**config.mk**
```make
export PLATFORM = sky130hd
export DESIGN_NAME = vga_timing_gen
export DESIGN_NICKNAME = d
export VERILOG_FILES = /design/src/rtl/vga_timing_pkg.sv /design/src/rtl/vga_timing_gen.sv
export SDC_FILE = /design/constraint.sdc
export NUM_CORES = 1
export LEC_CHECK = 0
export BUFFER_PORTS_ARGS = -buffer_cell sky130_fd_sc_hd__buf_2
export CORE_UTILIZATION = 55
export DETAILED_ROUTE_END_ITERATION = 7
export GPL_TIMING_DRIVEN = 0
export PLACE_DENSITY = 0.86
export RECOVER_POWER = 50
export REMOVE_ABC_BUFFERS = 1
export SYNTH_ARGS = -nofsm -noshare
export SYNTH_HDL_FRONTEND = slang
export SYNTH_SLANG_ARGS = --single-unit
```
**constraint.sdc**
```tcl
create_clock -name vga_clk -period 2.55 [get_ports vga_clk]
set_input_delay 0.3825 -clock vga_clk [delete_from_list [all_inputs] [get_ports vga_clk]]
set_output_delay 0.3825 -clock vga_clk [all_outputs]
set_load 0.1 [all_outputs]
```
**src/rtl/vga_timing_pkg.sv**
```systemverilog
// vga_timing_pkg: 640x480@60 Hz VGA timing constants shared by vga_timing_gen.
package vga_timing_pkg;

  typedef logic [9:0] coord_t;

  localparam int unsigned H_VISIBLE = 640;
  localparam int unsigned H_FP      = 16;
  localparam int unsigned H_SYNC    = 96;
  localparam int unsigned H_BP      = 48;
  localparam int unsigned H_TOTAL   = H_VISIBLE + H_FP + H_SYNC + H_BP;

  localparam int unsigned V_VISIBLE = 480;
  localparam int unsigned V_FP      = 10;
  localparam int unsigned V_SYNC    = 2;
  localparam int unsigned V_BP      = 33;
  localparam int unsigned V_TOTAL   = V_VISIBLE + V_FP + V_SYNC + V_BP;

  localparam int unsigned H_SYNC_START = H_VISIBLE + H_FP;
  localparam int unsigned H_SYNC_END   = H_SYNC_START + H_SYNC - 1;
  localparam int unsigned V_SYNC_START = V_VISIBLE + V_FP;
  localparam int unsigned V_SYNC_END   = V_SYNC_START + V_SYNC - 1;

  // 10-bit copies so all compares stay unsigned and width-matched
  localparam coord_t H_VIS_C      = coord_t'(H_VISIBLE);
  localparam coord_t H_LAST_C     = coord_t'(H_TOTAL - 1);
  localparam coord_t H_SYNC_BEG_C = coord_t'(H_SYNC_START);
  localparam coord_t H_SYNC_END_C = coord_t'(H_SYNC_END);
  localparam coord_t V_VIS_C      = coord_t'(V_VISIBLE);
  localparam coord_t V_LAST_C     = coord_t'(V_TOTAL - 1);
  localparam coord_t V_SYNC_BEG_C = coord_t'(V_SYNC_START);
  localparam coord_t V_SYNC_END_C = coord_t'(V_SYNC_END);

  function automatic logic in_span(input coord_t v, input coord_t lo, input coord_t hi);
    return (v >= lo) && (v <= hi);
  endfunction

endpackage

```
**src/rtl/vga_timing_gen.sv**
```systemverilog
// vga_timing_gen: 640x480 VGA counters plus registered coordinate/sync/blank decode.
// Optional macro VGA_TIMING_LOOKAHEAD_EN: DrawX/DrawY present the next pixel,
// one cycle ahead of blank/hs/vs/frame_start.
module vga_timing_gen
  import vga_timing_pkg::*;
#(
  parameter int unsigned FRAME_CNT_W = 8
) (
  input  logic                   vga_clk,
  input  logic                   reset_n,
  output logic [9:0]             DrawX,
  output logic [9:0]             DrawY,
  output logic                   blank,
  output logic                   hs,
  output logic                   vs,
  output logic                   frame_start,
  output logic [FRAME_CNT_W-1:0] frame_cnt
);

  coord_t r_hc, r_vc;
  coord_t w_hc_next, w_vc_next;
  coord_t w_x_src, w_y_src;
  logic   w_h_wrap, w_v_wrap, w_frame_start;

  coord_t                 r_draw_x, r_draw_y;
  logic                   r_blank, r_hs, r_vs, r_frame_start;
  logic [FRAME_CNT_W-1:0] r_frame_cnt;

  // Next-count logic: hc wraps 799->0, vc advances only on hc wrap
  always_comb begin
    w_h_wrap      = (r_hc == H_LAST_C);
    w_v_wrap      = (r_vc == V_LAST_C);
    w_hc_next     = w_h_wrap ? '0 : r_hc + 10'd1;
    w_vc_next     = r_vc;
    if (w_h_wrap) begin
      w_vc_next   = w_v_wrap ? '0 : r_vc + 10'd1;
    end
    w_frame_start = (r_hc == '0) && (r_vc == '0);
  end

  // Coordinate source for the DrawX/DrawY registers
  always_comb begin
`ifdef VGA_TIMING_LOOKAHEAD_EN
    w_x_src = w_hc_next;
    w_y_src = w_vc_next;
`else
    w_x_src = r_hc;
    w_y_src = r_vc;
`endif
  end

  // Horizontal/vertical position counters
  always_ff @(posedge vga_clk or negedge reset_n) begin
    if (!reset_n) begin
      r_hc <= '0;
      r_vc <= '0;
    end else begin
      r_hc <= w_hc_next;
      r_vc <= w_vc_next;
    end
  end

  // Registered outputs: one cycle after the counters hold a position
  always_ff @(posedge vga_clk or negedge reset_n) begin
    if (!reset_n) begin
      r_draw_x      <= '0;
      r_draw_y      <= '0;
      r_blank       <= 1'b0;
      r_hs          <= 1'b1;
      r_vs          <= 1'b1;
      r_frame_start <= 1'b0;
      r_frame_cnt   <= '0;
    end else begin
      r_draw_x      <= w_x_src;
      r_draw_y      <= w_y_src;
      r_blank       <= (r_hc < H_VIS_C) && (r_vc < V_VIS_C);
      r_hs          <= !in_span(r_hc, H_SYNC_BEG_C, H_SYNC_END_C);
      r_vs          <= !in_span(r_vc, V_SYNC_BEG_C, V_SYNC_END_C);
      r_frame_start <= w_frame_start;
      if (w_frame_start) begin
        r_frame_cnt <= r_frame_cnt + FRAME_CNT_W'(1);
      end
    end
  end

  assign DrawX       = r_draw_x;
  assign DrawY       = r_draw_y;
  assign blank       = r_blank;
  assign hs          = r_hs;
  assign vs          = r_vs;
  assign frame_start = r_frame_start;
  assign frame_cnt   = r_frame_cnt;

endmodule

```
# Word level (Yosys, flattened, before mapping)
# Cells that the tools add are included.
classes:
  addsub: 3
  n_lt_le_gt_ge: 6
  n_eq_ne: 2
  mux: 2
  reduce_logical: 8
ops:
  columns: ["operator", "n"]
  rows:
  - ["adder 10 x 1 -> 10 bit (second input constant)", 2]
  - ["equality test 10 bit (second input constant)", 2]
  - ["zero test 10 bit", 2]
  - ["two-way mux 10 bit", 2]
  - ["greater-or-equal comparator 10 bit (second input constant)", 1]
  - ["greater-or-equal comparator 10 x 9 -> 1 bit (second input constant)", 1]
  - ["<= comparator 10 bit (second input constant)", 1]
  - ["<= comparator 10 x 9 -> 1 bit (second input constant)", 1]
  - ["< comparator 10 bit (second input constant)", 1]
  - ["< comparator 10 x 9 -> 1 bit (second input constant)", 1]
  - ["adder 8 x 1 -> 8 bit (second input constant)", 1]
  - ["logical AND 1 bit", 4]
  - ["zero test 1 bit", 2]
totals:
  regBits: 52
  input_bits: 2
  output_inout_bits: 32
  word_cells: 30

# Logic depth before layout (Yosys ltp)
# Gate-level depths: netlist of run 1.
depth:
  word_depth: 3
  mapped_depth: 6
  depth_no_buf: 6

# Worst setup path before layout of run 1
# OpenSTA, ideal clock, no wires.
synth_path:
  path_type: "reg2reg"
  start: "register r_hc[0]"
  end: "register r_vc[9]"
  setup_ns: 0.077
  arrival_time_ns: 1.962
  required_ns: 2.473
  setup_slack_ns: 0.511
  stages_incl_launch_ff: 7
  n_path_buf: 1
  synth_period_minus_slack_ns: 2.039
  path_cell_list: "dfrtp_1 -> ha_1 -> nand3_2 -> or4_1 -> buf_2 -> or4_1 -> a21oi_1"
synth_via:
  elab_chain_cells: 1
synth_rtl:
  columns: ["element", "line", "source"]
  rows:
  - ["start, declared", "vga_timing_gen.sv:20", "coord_t r_hc, r_vc;"]
  - ["start signal, assigned", "vga_timing_gen.sv:58", "r_hc <= w_hc_next;"]
  - ["equality test 10 bit", "vga_timing_gen.sv:31", "w_h_wrap = (r_hc == H_LAST_C);"]
  - ["end signal, assigned", "vga_timing_gen.sv:59", "r_vc <= w_vc_next;"]
  - ["end, declared", "vga_timing_gen.sv:20", null]
# Every way passes these cells.
# A chain may end at the register's enable or synchronous reset.

# Worst setup path after layout of run 1
# Same ends and word-level chain as after synthesis.

==> impl_metrics.prom, run 1 <==
# TYPE chip_impl_metric gauge
chip_impl_metric{name="num-nets-final",unit=""} 216
chip_impl_metric{name="coreArea",unit="um^2"} 3660
chip_impl_metric{name="finalCriticalPeriod",unit="ns"} 2.25
chip_impl_metric{name="tightestPinTransition",unit="ns"} 1.21
chip_impl_metric{name="place.port_buffers",unit=""} 33
chip_impl_metric{name="post_cts_hold_buffer_count",unit=""} 0
chip_impl_info{name="class_of_the_tightest_hold_or_removal_check",value="primary input to asynchronous set/reset pin"} 1
chip_impl_metric{name="slew_headroom",unit="%"} 19.2
chip_impl_metric{name="detailedRoute.firstPassIterationCount",unit=""} 4
chip_impl_metric{name="fmax",unit="GHz"} 0.445
chip_impl_metric{name="grt_max_degree",unit=""} 53
chip_impl_info{name="worst_r2r_startpoint",value="r_hc[0]$_DFF_PN0_"} 1
chip_impl_metric{name="finalSetupTns",unit="ns"} 0
chip_impl_info{name="tritoncts",value="built"} 1
chip_impl_metric{name="yosys.area_share.xor_xnor",unit="%"} 7.10
chip_impl_metric{name="static-leakage-power",unit="nW"} 1.22
chip_impl_metric{name="drcViolationCount",unit=""} 0
chip_impl_metric{name="min_period_over_period",unit="%"} 88.1
chip_impl_metric{name="insertion_delay",unit="ns"} 0.30
chip_impl_metric{name="synth.yosys.warnings",unit=""} 0
chip_impl_metric{name="synth-edff-count",unit=""} 0
chip_impl_metric{name="syn_to_final_growth",unit="%"} 14.7
chip_impl_metric{name="syn_area",unit="um^2"} 2100
chip_impl_metric{name="worst_clock_skew",unit="ns"} 0.00511
chip_impl_metric{name="htreeDepth",unit=""} 2
chip_impl_info{name="worst_r2r_endpoint",value="r_vc[9]$_DFFE_PN0N_"} 1
chip_impl_metric{name="gr-usage-all-layers",unit="%"} 20.1
chip_impl_metric{name="cts-root-to-sink-buffers",unit=""} 2
chip_impl_metric{name="muxShareOfSynthArea",unit="%"} 1.55
chip_impl_metric{name="vias",unit=""} 1439
chip_impl_metric{name="global_route_wire_length_before_repair",unit="um"} 6020
chip_impl_metric{name="timing.final.max_slew_violations",unit=""} 0
chip_impl_metric{name="max-vdd-ir-drop",unit="uV"} 277
chip_impl_metric{name="wl_per_cell",unit="um"} 13.9
chip_impl_metric{name="finalHoldViolations",unit=""} 0
chip_impl_metric{name="grt_pass1_vias",unit=""} 1258
chip_impl_metric{name="top_level_ports",unit=""} 34
chip_impl_info{name="critPathCapture",value="r_vc[9]$_DFFE_PN0N_"} 1
chip_impl_metric{name="hold_slack_final",unit="ns"} 0.321
chip_impl_metric{name="detail_route.vias_per_cell",unit=""} 5.58
chip_impl_metric{name="cts.repair_timing.setup_buffer_count",unit=""} 0
chip_impl_metric{name="layout.core_utilization",unit="%"} 65.8
chip_impl_metric{name="cts.reportedPaths.clkPinSlew",unit="ns"} 0.09
chip_impl_metric{name="syn_inst",unit=""} 176
chip_impl_metric{name="cts_num_sinks",unit=""} 52
chip_impl_metric{name="starting_utilization_of_the_core_area",unit="%"} 57.3
chip_impl_metric{name="synth_simple_gate_area_share",unit="%"} 19.1
chip_impl_metric{name="worstPathRequired",unit="ns"} 2.78
chip_impl_metric{name="synth-async-reset-ratio",unit="%"} 100
chip_impl_metric{name="placedCellCount",unit=""} 250
chip_impl_info{name="synthTopCellsByCount",value="50 x dfrtp_1, 12 x nand3_1, 12 x xor2_1"} 1
chip_impl_metric{name="dpl.hpwl",unit="um"} 2450
chip_impl_metric{name="synth.top_cell.area_share",unit="%"} 59.6
chip_impl_metric{name="route.antenna.remaining_nets",unit=""} 0
chip_impl_metric{name="number_of_antenna_diodes",unit=""} 0
chip_impl_info{name="rsz0062_at_grt",value="false"} 1
chip_impl_metric{name="synth-adder-area-share",unit="%"} 2.98
chip_impl_metric{name="antenna_violations_before_repair",unit=""} 0
chip_impl_info{name="crit_type",value="flip-flop to flip-flop"} 1
chip_impl_info{name="cp-startpoint",value="r_hc[0]$_DFF_PN0_"} 1
chip_impl_info{name="largest_family_of_logic_cells_by_synthesized_area",value="simple AND/OR/NAND/NOR gates"} 1
chip_impl_info{name="synth_most_common_cell",value="dfrtp_1"} 1
chip_impl_metric{name="die_width",unit="um"} 63.8
chip_impl_info{name="post_synth_main_area_contributors",value="dfrtp_1 60%, xor2_1 5.0%, ha_1 3.0%, nand3_1 2.9%, nor4_1 2.7%"} 1
chip_impl_info{name="synthDominantAreaCellType",value="dfrtp_1"} 1
chip_impl_metric{name="library_cells_used_by_synthesis",unit=""} 36
chip_impl_metric{name="drive_above_1_share",unit="%"} 23.3
chip_impl_metric{name="dieArea",unit="um^2"} 4070
chip_impl_metric{name="grt_overflow",unit=""} 0
chip_impl_metric{name="synth_sequential_area_ratio",unit="%"} 62.1
chip_impl_info{name="start_kind",value="flip-flop"} 1
chip_impl_metric{name="numCtsBuffers",unit=""} 5
chip_impl_metric{name="synth-compound-area-share",unit="%"} 3.88
chip_impl_metric{name="cts-resized-gates",unit=""} 0
chip_impl_metric{name="timing.critical_path.fanout_max",unit=""} 8
chip_impl_info{name="cts.root.buffer_cell",value="clkbuf_8"} 1
chip_impl_metric{name="reg2reg_setup_slack",unit="ns"} 0.30
chip_impl_metric{name="ys_seq_elements",unit=""} 52
chip_impl_info{name="worst_setup_path_end_kind",value="flip-flop"} 1
chip_impl_metric{name="report.final.setup_viol",unit=""} 0
chip_impl_info{name="run_status",value="finished, final reports clean"} 1
chip_impl_metric{name="placement_rows",unit=""} 22
chip_impl_metric{name="fillers",unit=""} 260
chip_impl_metric{name="finalWirelength",unit="um"} 3600
chip_impl_metric{name="postSynthAreaPerCell",unit="um^2"} 11.9
chip_impl_metric{name="r2r.worst_path.cells",unit=""} 5
chip_impl_metric{name="post-layout-total-power",unit="mW"} 1.38
chip_impl_metric{name="place.gp.congestion",unit=""} 0.813
chip_impl_metric{name="max_cap_viol_count",unit=""} 0
chip_impl_metric{name="fin_cells",unit=""} 258
chip_impl_metric{name="drtIter0Drc",unit=""} 108
chip_impl_metric{name="die_height",unit="um"} 63.8
chip_impl_metric{name="worst-endpoint-arrival",unit="ns"} 2.48
chip_impl_metric{name="power.density",unit="nW/um^2"} 572
chip_impl_info{name="synth_top_flop_cell",value="dfrtp_1"} 1
power by group:
part	leakage, nW	switching, mW	internal, mW	total, mW
logic	0.482	0.0144	0.000486	0.0149
registers	0.685	0	0.824	0.824
clock network	0.0552	0.247	0.291	0.538
cell usage in the layout, fill, tap and decap left out, types with 5 or more instances in the layout:
master	n
buf_2	32
clkbuf_8	5
dfrtp_1	50
ha_1	5
inv_1	8
nand2_1	7
nand3_1	12
nand4_1	8
nor2_1	9
nor3_1	5
nor4_1	8
xnor2_1	5
xor2_1	12
final cells by class:
class | instances | area [um^2] | share of cell area [%]
Sequential cell | 52 | 1300 | 54.2
Inverter | 8 | 30.0 | 1.25
Tap cell | 48 | 60.1 | 2.49
Clock inverter | 2 | 35.0 | 1.46
Multi-Input combinational cell | 108 | 733 | 30.5
Clock buffer | 6 | 72.6 | 3.01
Timing Repair Buffer | 34 | 173 | 7.17
flip-flops by register name, indices dropped and copies added, names as in the netlist:
name         count
DrawX           10
DrawY           10
r_hc            10
r_vc            10
frame_cnt        8
blank            1
frame_start      1
hs               1
vs               1
worst min-delay path by stage:
stage / from / endpoint / slack (ns) / cells after the start
5_1_grt: reset_n / DrawX[9]$_DFF_PN0_ / 0.43 / 1
6_report: reset_n / DrawX[8]$_DFF_PN0_ / 0.32 / 1
3_3_place_gp: r_vc[7]$_DFFE_PN0N_ / DrawY[7]$_DFF_PN0_ / 0.43 / 0
2_1_floorplan: reset_n / DrawX[0]$_DFF_PN0_ / 0.09 / 0
4_1_cts: reset_n / DrawX[8]$_DFF_PN0_ / 0.30 / 1
3_5_place_dp: r_vc[7]$_DFFE_PN0N_ / DrawY[7]$_DFF_PN0_ / 0.44 / 0
metal layers:
metal / routed length [um] / global-route usage, % / part of all wire (%) / up-vias
met5: 0 / 0 / 0 / -
met4: 100 / 11.1 / 2.8 / 0
met3: 201 / 5.54 / 5.6 / 12
met2: 1630 / 30.1 / 45 / 57
met1: 1670 / 26.5 / 46 / 684
li1: - / - / - / 686
critical path: stages, from the launching register on:
cell	delay, ns
dfrtp_1	0.44
ha_1	0.23
nand3_2	0.16
or4_1	0.66
or4_1	0.54
a21oi_1	0.15
cells by family after synthesis:
| group | count (synthesis) |
|---|---|
| flip-flops | 52 |
| XOR/XNOR | 17 |
| AO/OA/AOI/OAI | 13 |
| buffers and inverters | 16 |
| multiplexers | 3 |
| AND/OR/NAND/NOR | 70 |
| adder cells (fa/ha/maj) | 5 |
metrics by stage:
step                area, um^2  worst slack (ns)
floorplan                 2060             0.301
global placement          2290            -0.373
detailed placement        2300             0.353
CTS                       2410             0.303
global route              2410             0.193
finish                    2410             0.302
No activity file was read; power rests on OpenSTA's default activity.
==> inputs of run 2 (changes only) <==
Settings changed: CORE_UTILIZATION 55 to 53, PLACE_DENSITY 0.86 to 0.84.
==> run 2 against run 1 <==
Net effect:
- total power decreased by 8.1%
- die area is 3.7% higher
- worst hold slack got worse by 0.0011 ns
- sequential share of layout area is 0.68 points higher
- first-iteration DRC count fell by 21%
- clock-buffer cell count is the same
- flip-flop and latch count stayed put
- maximum frequency shrank 0.31%
- largest power group unchanged
==> impl_metrics.prom, run 2 (synthesized netlist as in run 1, its figures left out) <==
# TYPE chip_impl_metric gauge
chip_impl_info{name="run_status",value="finished, final reports clean"} 1
chip_impl_metric{name="report.final.setup_viol",unit=""} 0
chip_impl_metric{name="static-leakage-power",unit="nW"} 1.21
chip_impl_metric{name="antenna_violations_before_repair",unit=""} 0
chip_impl_metric{name="htreeDepth",unit=""} 2
chip_impl_metric{name="global_route_wire_length_before_repair",unit="um"} 5960
chip_impl_metric{name="coreArea",unit="um^2"} 3720
chip_impl_metric{name="fmax",unit="GHz"} 0.443
chip_impl_metric{name="post-layout-total-power",unit="mW"} 1.27
chip_impl_metric{name="drtIter0Drc",unit=""} 85
chip_impl_metric{name="die_width",unit="um"} 64.9
chip_impl_metric{name="wl_per_cell",unit="um"} 13.6
chip_impl_metric{name="vias",unit=""} 1394
chip_impl_info{name="class_of_the_tightest_hold_or_removal_check",value="primary input to asynchronous set/reset pin"} 1
chip_impl_info{name="tritoncts",value="built"} 1
chip_impl_metric{name="finalCriticalPeriod",unit="ns"} 2.25
chip_impl_metric{name="cts_num_sinks",unit=""} 52
chip_impl_metric{name="insertion_delay",unit="ns"} 0.30
chip_impl_info{name="worst_setup_path_end_kind",value="flip-flop"} 1
chip_impl_metric{name="preCtsSetupSlack",unit="ns"} 0.318
chip_impl_metric{name="timing.critical_path.slowest_cell_delay",unit="ns"} 0.66
chip_impl_metric{name="dpl.hpwl",unit="um"} 2350
chip_impl_metric{name="power.density",unit="nW/um^2"} 532
chip_impl_metric{name="setup_slack",unit="ns"} 0.295
chip_impl_metric{name="grt_max_degree",unit=""} 53
chip_impl_metric{name="top_level_ports",unit=""} 34
chip_impl_metric{name="dieArea",unit="um^2"} 4210
chip_impl_metric{name="num-nets-final",unit=""} 216
chip_impl_info{name="worstPathCellList",value="ha_1, nand3_2, or4_1, or4_1, a21oi_1"} 1
chip_impl_metric{name="number_of_antenna_diodes",unit=""} 0
chip_impl_metric{name="worst_clock_skew",unit="ns"} 0.00563
chip_impl_metric{name="reg2reg_setup_slack",unit="ns"} 0.30
chip_impl_metric{name="slew_headroom",unit="%"} 19.5
chip_impl_metric{name="cts-root-to-sink-buffers",unit=""} 2
chip_impl_metric{name="max-vdd-ir-drop",unit="uV"} 274
chip_impl_metric{name="finalHoldViolations",unit=""} 0
chip_impl_info{name="layout.cells.most_common",value="dfrtp_1"} 1
chip_impl_metric{name="route.antenna.remaining_nets",unit=""} 0
chip_impl_metric{name="drcViolationCount",unit=""} 0
chip_impl_metric{name="max_cap_viol_count",unit=""} 0
chip_impl_metric{name="cts-resized-gates",unit=""} 0
chip_impl_metric{name="cts.reportedPaths.clkPinSlew",unit="ns"} 0.08
chip_impl_metric{name="die_height",unit="um"} 64.9
chip_impl_metric{name="gr-usage-all-layers",unit="%"} 18.9
chip_impl_metric{name="worst-endpoint-arrival",unit="ns"} 2.49
chip_impl_metric{name="finalWirelength",unit="um"} 3500
chip_impl_metric{name="detailedRoute.firstPassIterationCount",unit=""} 4
chip_impl_metric{name="numCtsBuffers",unit=""} 5
chip_impl_metric{name="tightestPinTransition",unit="ns"} 1.21
chip_impl_metric{name="grt_overflow",unit=""} 0
chip_impl_metric{name="grt_pass1_vias",unit=""} 1298
chip_impl_metric{name="worstPathRequired",unit="ns"} 2.78
chip_impl_metric{name="timing.final.max_slew_violations",unit=""} 0
chip_impl_info{name="cts.root.buffer_cell",value="clkbuf_8"} 1
chip_impl_metric{name="min_period_over_period",unit="%"} 88.4
chip_impl_metric{name="hold_slack_final",unit="ns"} 0.320
chip_impl_metric{name="timing.critical_path.fanout_max",unit=""} 8
chip_impl_info{name="layout_common_cells",value="50 x dfrtp_1, 32 x buf_2, 12 x nand3_1, 12 x xor2_1, 9 x nor2_1"} 1
chip_impl_metric{name="place.gp.congestion",unit=""} 0.755
chip_impl_info{name="rsz0062_at_grt",value="false"} 1
chip_impl_info{name="timing.critical_path.mode_cell",value="or4_1"} 1
chip_impl_info{name="start_kind",value="flip-flop"} 1
chip_impl_metric{name="starting_utilization_of_the_core_area",unit="%"} 56.5
chip_impl_metric{name="post_cts_hold_buffer_count",unit=""} 0
chip_impl_info{name="crit_type",value="flip-flop to flip-flop"} 1
chip_impl_metric{name="placement_rows",unit=""} 22
chip_impl_metric{name="place.port_buffers",unit=""} 33
chip_impl_metric{name="cts.repair_timing.setup_buffer_count",unit=""} 0
chip_impl_metric{name="detail_route.vias_per_cell",unit=""} 5.42
chip_impl_metric{name="syn_to_final_growth",unit="%"} 13.3
chip_impl_info{name="crit_path_top_delay_cell",value="or4_1"} 1
chip_impl_metric{name="drive_above_1_share",unit="%"} 23.0
run 2: area by class of cell:
cell class              instances  area (um^2)
clock buffers                   6         72.6
flip-flops and latches         52         1300
clock inverters                 1         5.00
multi-input cells             108          733
well taps                      48         60.1
inverters                       8         30.0
fillers                       295         1340
repair buffers                 34          173
run 2: worst paths after layout:
| kind | from | to | depth (start not counted) |
|---|---|---|---|
| max reg2reg | r_hc[0]$_DFF_PN0_ | r_vc[9]$_DFFE_PN0N_ | 5 |
| min in group vga_clk | r_vc[7]$_DFFE_PN0N_ | DrawY[7]$_DFF_PN0_ | 0 |
| min | reset_n | frame_cnt[4]$_DFFE_PN0P_ | 1 |
| max | r_hc[0]$_DFF_PN0_ | r_vc[9]$_DFFE_PN0N_ | 5 |
| min reg2reg | r_vc[7]$_DFFE_PN0N_ | DrawY[7]$_DFF_PN0_ | 0 |
| max in group asynchronous | reset_n | DrawY[8]$_DFF_PN0_ | 1 |
run 2: report_power, final:
| group | internal [mW] | switching (mW) | total [mW] |
|---|---|---|---|
| registers | 0.824 | 0 | 0.824 |
| clock network | 0.187 | 0.240 | 0.426 |
| logic | 0.000487 | 0.0144 | 0.0149 |
| total | 1.01 | 0.254 | 1.27 |
run 2: worst max-delay path, delay by kind of cell (launching register included):
| family | cells | cell delay (ns) |
|---|---|---|
| AND/OR/NAND/NOR | 3 | 1.36 |
| flip-flops | 1 | 0.45 |
| adder cells (fa/ha/maj) | 1 | 0.24 |
| AO/OA/AOI/OAI | 1 | 0.15 |
run 2: metrics by stage:
step           setup TNS [ns]  util (%)  area, um^2  std cells
4_1_cts                     0      64.0        2380        257
3_5_place_dp                0      61.9        2300        250
6_report                    0      64.0        2380        257
5_1_grt                     0      64.0        2380        257
2_1_floorplan               0         -        2060        168
3_3_place_gp            -1.55      61.5        2290        249
run 2: metal layers:
metal	GRT usage, %	vias up	wire length [um]
li1	-	684	-
met1	25.8	674	1670
met2	28.1	31	1650
met3	6.34	5	144
met4	6.67	0	45
met5	0	-	0
